File: config.mk
export PLATFORM = sky130hd
export DESIGN_NAME = sdram_port_arbiter
export DESIGN_NICKNAME = d
export VERILOG_FILES = /design/src/rtl/sdram_port_arbiter.sv
export SDC_FILE = /design/constraint.sdc
export NUM_CORES = 1
export LEC_CHECK = 0
export CORE_UTILIZATION = 50
export DETAILED_ROUTE_END_ITERATION = 16
export MAX_ROUTING_LAYER = met4
export PLACE_DENSITY_LB_ADDON = 0.25
export SYNTH_ARGS = -nofsm -noshare
export SYNTH_HDL_FRONTEND = slang
export SYNTH_SLANG_ARGS = --single-unit
File: constraint.sdc
create_clock -name clk -period 9.6 [get_ports clk]
set_input_delay 1.92 -clock clk [delete_from_list [all_inputs] [get_ports clk]]
set_output_delay 1.92 -clock clk [all_outputs]
set_load 0.005 [all_outputs]
File: src/rtl/sdram_port_arbiter.sv
// Multi-channel arbiter in front of an SDRAM controller: picks one requester,
// issues a single burst on the read or write port and walks each channel's address ring.
module sdram_port_arbiter #(
    parameter int NUM_CH      = 4,
    parameter int ADDR_W      = 24,
    parameter int LEN_W       = 10,
    parameter int ARB_MODE    = 1,
    parameter int ACK_TIMEOUT = 1023
) (
    input  logic                     clk,
    input  logic                     rst,
    input  logic                     sdram_init_done,
    input  logic [NUM_CH-1:0]        ch_req,
    input  logic [NUM_CH-1:0]        ch_we,
    input  logic [NUM_CH*ADDR_W-1:0] ch_min_addr,
    input  logic [NUM_CH*ADDR_W-1:0] ch_max_addr,
    input  logic [NUM_CH*LEN_W-1:0]  ch_len,
    input  logic [NUM_CH-1:0]        ch_load,
    output logic [NUM_CH-1:0]        ch_grant,
    output logic [NUM_CH-1:0]        ch_done,
    output logic [NUM_CH-1:0]        ch_err,
    output logic                     sdram_wr_req,
    input  logic                     sdram_wr_ack,
    output logic [ADDR_W-1:0]        sdram_wr_addr,
    output logic [LEN_W-1:0]         sdram_wr_burst,
    output logic                     sdram_rd_req,
    input  logic                     sdram_rd_ack,
    output logic [ADDR_W-1:0]        sdram_rd_addr,
    output logic [LEN_W-1:0]         sdram_rd_burst,
    output logic [1:0]               dbg_state
);

    localparam int IDX_W = (NUM_CH > 1) ? $clog2(NUM_CH) : 1;
    localparam int TMO_W = $clog2(ACK_TIMEOUT + 1);

    typedef enum logic [1:0] {
        IDLE  = 2'd0,
        ISSUE = 2'd1,
        XFER  = 2'd2,
        DONE  = 2'd3
    } state_t;

    state_t              state_q, state_d;
    logic [NUM_CH-1:0]   grant_q, grant_d;
    logic [IDX_W-1:0]    win_q, win_d;
    logic [IDX_W-1:0]    rr_ptr_q, rr_ptr_d;
    logic                we_q, we_d;
    logic [ADDR_W-1:0]   addr_q, addr_d;
    logic [LEN_W-1:0]    burst_q, burst_d;
    logic [TMO_W-1:0]    tmo_q, tmo_d;
    logic [NUM_CH-1:0]   err_q, err_d;
    logic [NUM_CH-1:0]   load_pend_q, load_pend_d;
    logic [ADDR_W-1:0]   ch_addr_q [NUM_CH];
    logic [ADDR_W-1:0]   ch_addr_d [NUM_CH];

    logic [ADDR_W-1:0]   min_arr [NUM_CH];
    logic [ADDR_W-1:0]   max_arr [NUM_CH];
    logic [LEN_W-1:0]    len_arr [NUM_CH];

    for (genvar g = 0; g < NUM_CH; g++) begin : g_unpack
        assign min_arr[g] = ch_min_addr[g*ADDR_W +: ADDR_W];
        assign max_arr[g] = ch_max_addr[g*ADDR_W +: ADDR_W];
        assign len_arr[g] = ch_len[g*LEN_W +: LEN_W];
    end

    // Round robin scans from rr_ptr upward with wrap; fixed priority scans from ch0.
    logic             arb_found;
    logic [IDX_W-1:0] arb_idx;
    logic [IDX_W-1:0] cand_idx;
    int               cand;

    always_comb begin
        arb_found = 1'b0;
        arb_idx   = '0;
        cand      = 0;
        cand_idx  = '0;
        for (int k = 0; k < NUM_CH; k++) begin
            cand = (ARB_MODE != 0) ? int'(rr_ptr_q) + k : k;
            if (cand >= NUM_CH) begin
                cand = cand - NUM_CH;
            end
            cand_idx = IDX_W'(cand);
            if (!arb_found && ch_req[cand_idx]) begin
                arb_found = 1'b1;
                arb_idx   = cand_idx;
            end
        end
    end

    // Handshake: the selected req stays high through ISSUE until its ack rises;
    // the controller holds ack high for the whole burst and its fall ends XFER.
    logic ack_sel;
    logic tmo_fire;

    assign ack_sel  = we_q ? sdram_wr_ack : sdram_rd_ack;
    assign tmo_fire = (state_q == ISSUE) && !ack_sel && (tmo_q == TMO_W'(ACK_TIMEOUT - 1));

    always_comb begin
        state_d  = state_q;
        grant_d  = grant_q;
        win_d    = win_q;
        rr_ptr_d = rr_ptr_q;
        we_d     = we_q;
        addr_d   = addr_q;
        burst_d  = burst_q;
        tmo_d    = tmo_q;
        err_d    = '0;
        case (state_q)
            IDLE: begin
                if (sdram_init_done && arb_found) begin
                    state_d          = ISSUE;
                    grant_d          = '0;
                    grant_d[arb_idx] = 1'b1;
                    win_d            = arb_idx;
                    we_d             = ch_we[arb_idx];
                    addr_d           = ch_addr_q[arb_idx];
                    burst_d          = len_arr[arb_idx];
                    tmo_d            = '0;
                end
            end
            ISSUE: begin
                if (ack_sel) begin
                    state_d = XFER;
                end else if (tmo_fire) begin
                    state_d = IDLE;
                    grant_d = '0;
                    err_d   = grant_q;
                end else begin
                    tmo_d = tmo_q + 1'b1;
                end
            end
            XFER: begin
                if (!ack_sel) begin
                    state_d = DONE;
                end
            end
            DONE: begin
                state_d  = IDLE;
                grant_d  = '0;
                rr_ptr_d = (win_q == IDX_W'(NUM_CH - 1)) ? '0 : win_q + 1'b1;
            end
            default: state_d = IDLE;
        endcase
    end

    // Ring step: advance by len only if a full further burst still fits below max.
    logic [ADDR_W:0]   cur_ext, step2, limit;
    logic              fits;
    logic [ADDR_W-1:0] incr_addr;
    logic              txn_end;
    logic [NUM_CH-1:0] own;

    assign cur_ext   = {1'b0, ch_addr_q[win_q]};
    assign step2     = (ADDR_W + 1)'({burst_q, 1'b0});
    assign limit     = {1'b0, max_arr[win_q]} + 1'b1;
    assign fits      = (cur_ext + step2) <= limit;
    assign incr_addr = ch_addr_q[win_q] + ADDR_W'(burst_q);

    always_comb begin
        txn_end = (state_q == DONE) || tmo_fire;
        own     = grant_q | ((state_q == IDLE) ? grant_d : '0);
        for (int i = 0; i < NUM_CH; i++) begin
            ch_addr_d[i]   = ch_addr_q[i];
            load_pend_d[i] = load_pend_q[i];
            if (txn_end && grant_q[i]) begin
                // A load recorded during the transaction (or arriving now) beats the step.
                load_pend_d[i] = 1'b0;
                if (ch_load[i] || load_pend_q[i]) begin
                    ch_addr_d[i] = min_arr[i];
                end else if (state_q == DONE) begin
                    ch_addr_d[i] = fits ? incr_addr : min_arr[i];
                end
            end else if (own[i]) begin
                if (ch_load[i]) begin
                    load_pend_d[i] = 1'b1;
                end
            end else if (ch_load[i]) begin
                ch_addr_d[i] = min_arr[i];
            end
        end
    end

    always_ff @(posedge clk or posedge rst) begin
        if (rst) begin
            state_q     <= IDLE;
            grant_q     <= '0;
            win_q       <= '0;
            rr_ptr_q    <= '0;
            we_q        <= 1'b0;
            addr_q      <= '0;
            burst_q     <= '0;
            tmo_q       <= '0;
            err_q       <= '0;
            load_pend_q <= '0;
            for (int i = 0; i < NUM_CH; i++) begin
                ch_addr_q[i] <= '0;
            end
        end else begin
            state_q     <= state_d;
            grant_q     <= grant_d;
            win_q       <= win_d;
            rr_ptr_q    <= rr_ptr_d;
            we_q        <= we_d;
            addr_q      <= addr_d;
            burst_q     <= burst_d;
            tmo_q       <= tmo_d;
            err_q       <= err_d;
            load_pend_q <= load_pend_d;
            for (int i = 0; i < NUM_CH; i++) begin
                ch_addr_q[i] <= ch_addr_d[i];
            end
        end
    end

    assign ch_grant       = grant_q;
    assign ch_done        = (state_q == DONE) ? grant_q : '0;
    assign ch_err         = err_q;
    assign sdram_wr_req   = (state_q == ISSUE) && we_q;
    assign sdram_rd_req   = (state_q == ISSUE) && !we_q;
    assign sdram_wr_addr  = addr_q;
    assign sdram_rd_addr  = addr_q;
    assign sdram_wr_burst = burst_q;
    assign sdram_rd_burst = burst_q;
    assign dbg_state      = state_q;

endmodule

==> results.toml <==
[pwr]
p_per_area_nw_per_um2 = 347
leakage_uw = 0.00643
ir_drop_mv = 0.238

[logic_synthesis]
synth_area_leaders = "dfrtp_1 32%, mux4_2 8.7%, mux2i_1 7.8%"
synth_compound_area_share_pct = 13.9
syn_area_um2 = 12400
ys_ff_latch = 159
synth_warnings = 0
synthSimpleGateAreaFrac_pct = 19.9
synth_top_family_by_area = "simple AND/OR/NAND/NOR gates"
ys_seq_area_share_pct = 32.0
synth_top_area_share_pct = 32.0
yosys.cell_types.count = 73
synth_area_per_cell_um2 = 8.82
syn-num-nets = 1710
yosysTopAreaCell = "dfrtp_1"
synth_ff_type = "dfrtp_1"
synth_edf_count = 0
syn_inst = 1410
synthArstFlopShare_pct = 100
synth_xor_area_share_pct = 4.92
synth_fa_ha_area_share_pct = 5.25
synthMuxAreaShare_pct = 16.8

[layout]
final_cell_mix = "332 x clkdlybuf4s50_1, 245 x nand2_1, 157 x dfrtp_1"
layout.area.seq_um2 = 3980
final_common_cell = "clkdlybuf4s50_1"
multi_input_area_um2 = 7620
finalNetCount = 1957
final_util_pct = 66.4
fillCellCount = 1971
fin_area_um2 = 16100
area_delta_synth_final_pct = 29.8
drive_gt1_share_pct = 8.20

[critical_path]
worstPathArrival_ns = 6.93
required_ns = 9.90
crit_type = "reg2reg"
r2r_start = "win_q[1]"
startpoint_type = "flip-flop"
cp_max_fo = 34
startpoint = "win_q[1]"
endpoint_kind = "flip-flop"

[die]
die_x_um = 160
rows = 57
die_h_um = 160
coreArea_um2 = 24300
start_util_pct = 51.1
io_pins = 333
die_area_um2 = 25500

[global_routing]
track_usage_pct = 32.2
first_global_vias = 11400
grt_pass1_wl_um = 62400
grt_start_max_net_pins = 97
antenna_found_initial = 4
grt-ovfl-total = 0

[sta]
slew_headroom_pct = 15.4
clock.fmax_ghz = 0.151
tns_ns = 0
fin_ws_ns = 2.97
hold_violations = 0
fin_crit_ns = 6.63
tightest_slew_ns = 1.27
fin_crit_sh_pct = 69.0
rsz0062_at_grt = "false"
whs_ns = 0.509
final_max_slew_viol_count = 0
clock_skew_ns = 0.0119
finalSetupViolCount = 0

[clock_network]
clock_sinks = 159
ctsResizeCount = 0
cts_inserted_buffers = 17
clk_path_buf_depth = 2
cts_hold_buf = 0
postCtsSetupRepairBufs = 0
cts_tree = "built"
insertion_delay_ns = 0.44
cts_htree_levels = 4
path_clk_slew_ns = 0.07
clockRootBuffer = "clkbuf_16"

[hold_path]
min_from = "ch_addr_q[40]"
hold_path_class = "reg2reg"

[place]
placement.io_buffers = 332
dpl_worst_slack_ns = 2.89
hpwl_um = 29100
dpl_cell_area_um2 = 15500
place_congestion = 0.932

[routing]
vias_per_cell = 5.81
vias = 11600
finalWirelength_um = 39700
route.detailed.wl_per_inst_um = 19.8
antenna_left = 0
drt_pass1_iterations = 5
remaining_drc_errors = 0
drt_iter0_drc = 887

[flow_run]
max_cap_viol_count = 0

[status]
status = "finished clean"
==> critical path: stages (launching register included) <==
cell,delay (ns)
dfrtp_2,0.68
buf_4,0.55
mux4_2,0.45
ha_1,0.33
a211o_1,0.26
o211ai_1,0.14
a211oi_1,0.16
o31a_1,0.31
or2_1,0.32
and3_1,0.24
xor2_1,0.27
ha_1,0.30
a211oi_1,0.23
o21bai_1,0.12
a211oi_2,0.53
nand4_2,0.21
o22ai_4,0.97
mux2i_1,0.31
o21ai_1,0.08
==> layer usage <==
metal | up-vias | global-route usage (%) | wire length (um)
li1 | 5450 | - | -
met1 | 5519 | 40.3 | 16400
met2 | 547 | 49.7 | 18300
met3 | 93 | 7.01 | 3270
met4 | 0 | 14.9 | 1620
met5 | - | - | 0
==> cell usage after synthesis, types with 17 or more instances <==
library cell	number
o21ai_1	98
nand2_1	245
a21oi_1	34
nor2_1	144
mux4_2	48
buf_2	17
mux2i_1	97
o21ai_0	91
xor2_1	30
dfrtp_1	159
nand3_1	62
clkbuf_1	47
buf_4	37
xnor2_1	38
inv_1	25
ha_1	49
nor3_1	18
==> path summary, 6_finish.rpt <==
path                                     endpoint  slack (ns)  depth (start not counted)
worst max-delay path                ch_addr_q[42]        2.97                         18
worst min-delay path                ch_addr_q[40]        0.51                          2
worst max register to register      ch_addr_q[42]        2.97                         18
worst min register to register      ch_addr_q[40]        0.51                          2
max in group asynchronous           ch_addr_q[58]        6.14                          3
min in group asynchronous       sdram_rd_burst[6]        2.02                          2
==> registers in the layout (all words and copies together) (netlist names), named ones only <==
signal	flops
ch_grant	4
load_pend_q	4
ch_addr_q	96
dbg_state	1
sdram_rd_burst	10
win_q	2
we_q	1
ch_err	4
tmo_q	10
sdram_rd_addr	24
rr_ptr_q	2
==> cell type report <==
class	count	share of cell area, %
Inverter	27	0.659
Clock inverter	13	0.791
Timing Repair Buffer	346	21.2
Sequential cell	159	24.7
Multi-Input combinational cell	1106	47.2
Clock buffer	19	2.81
Antenna cell	4	0.0620
Tap cell	324	2.51
==> cell families (layout without fill, tap and decap cells) <==
kind of cell	Yosys count	after routing
muxes	148	148
xor gates and xnor gates	69	69
AOI/OAI and AO/OA	289	289
other	0	4
adders and majority gates	51	51
and+or+nand+nor	549	549
buffers and inverters	145	405
DFF	159	159
==> metrics by stage <==
step | std cells | total power (uW)
after detailed placement | 1962 | 4850
after floorplan | 1410 | 3760
after global routing | 1998 | 6020
after global placement | 1962 | 4740
final | 1998 | 5590
after CTS | 1994 | 5550
==> report_power, final <==
part	switching [uW]	internal (uW)
sequential	374	970
clock	305	377
combinational	2020	1540
(Power assumes the default switching activity.)
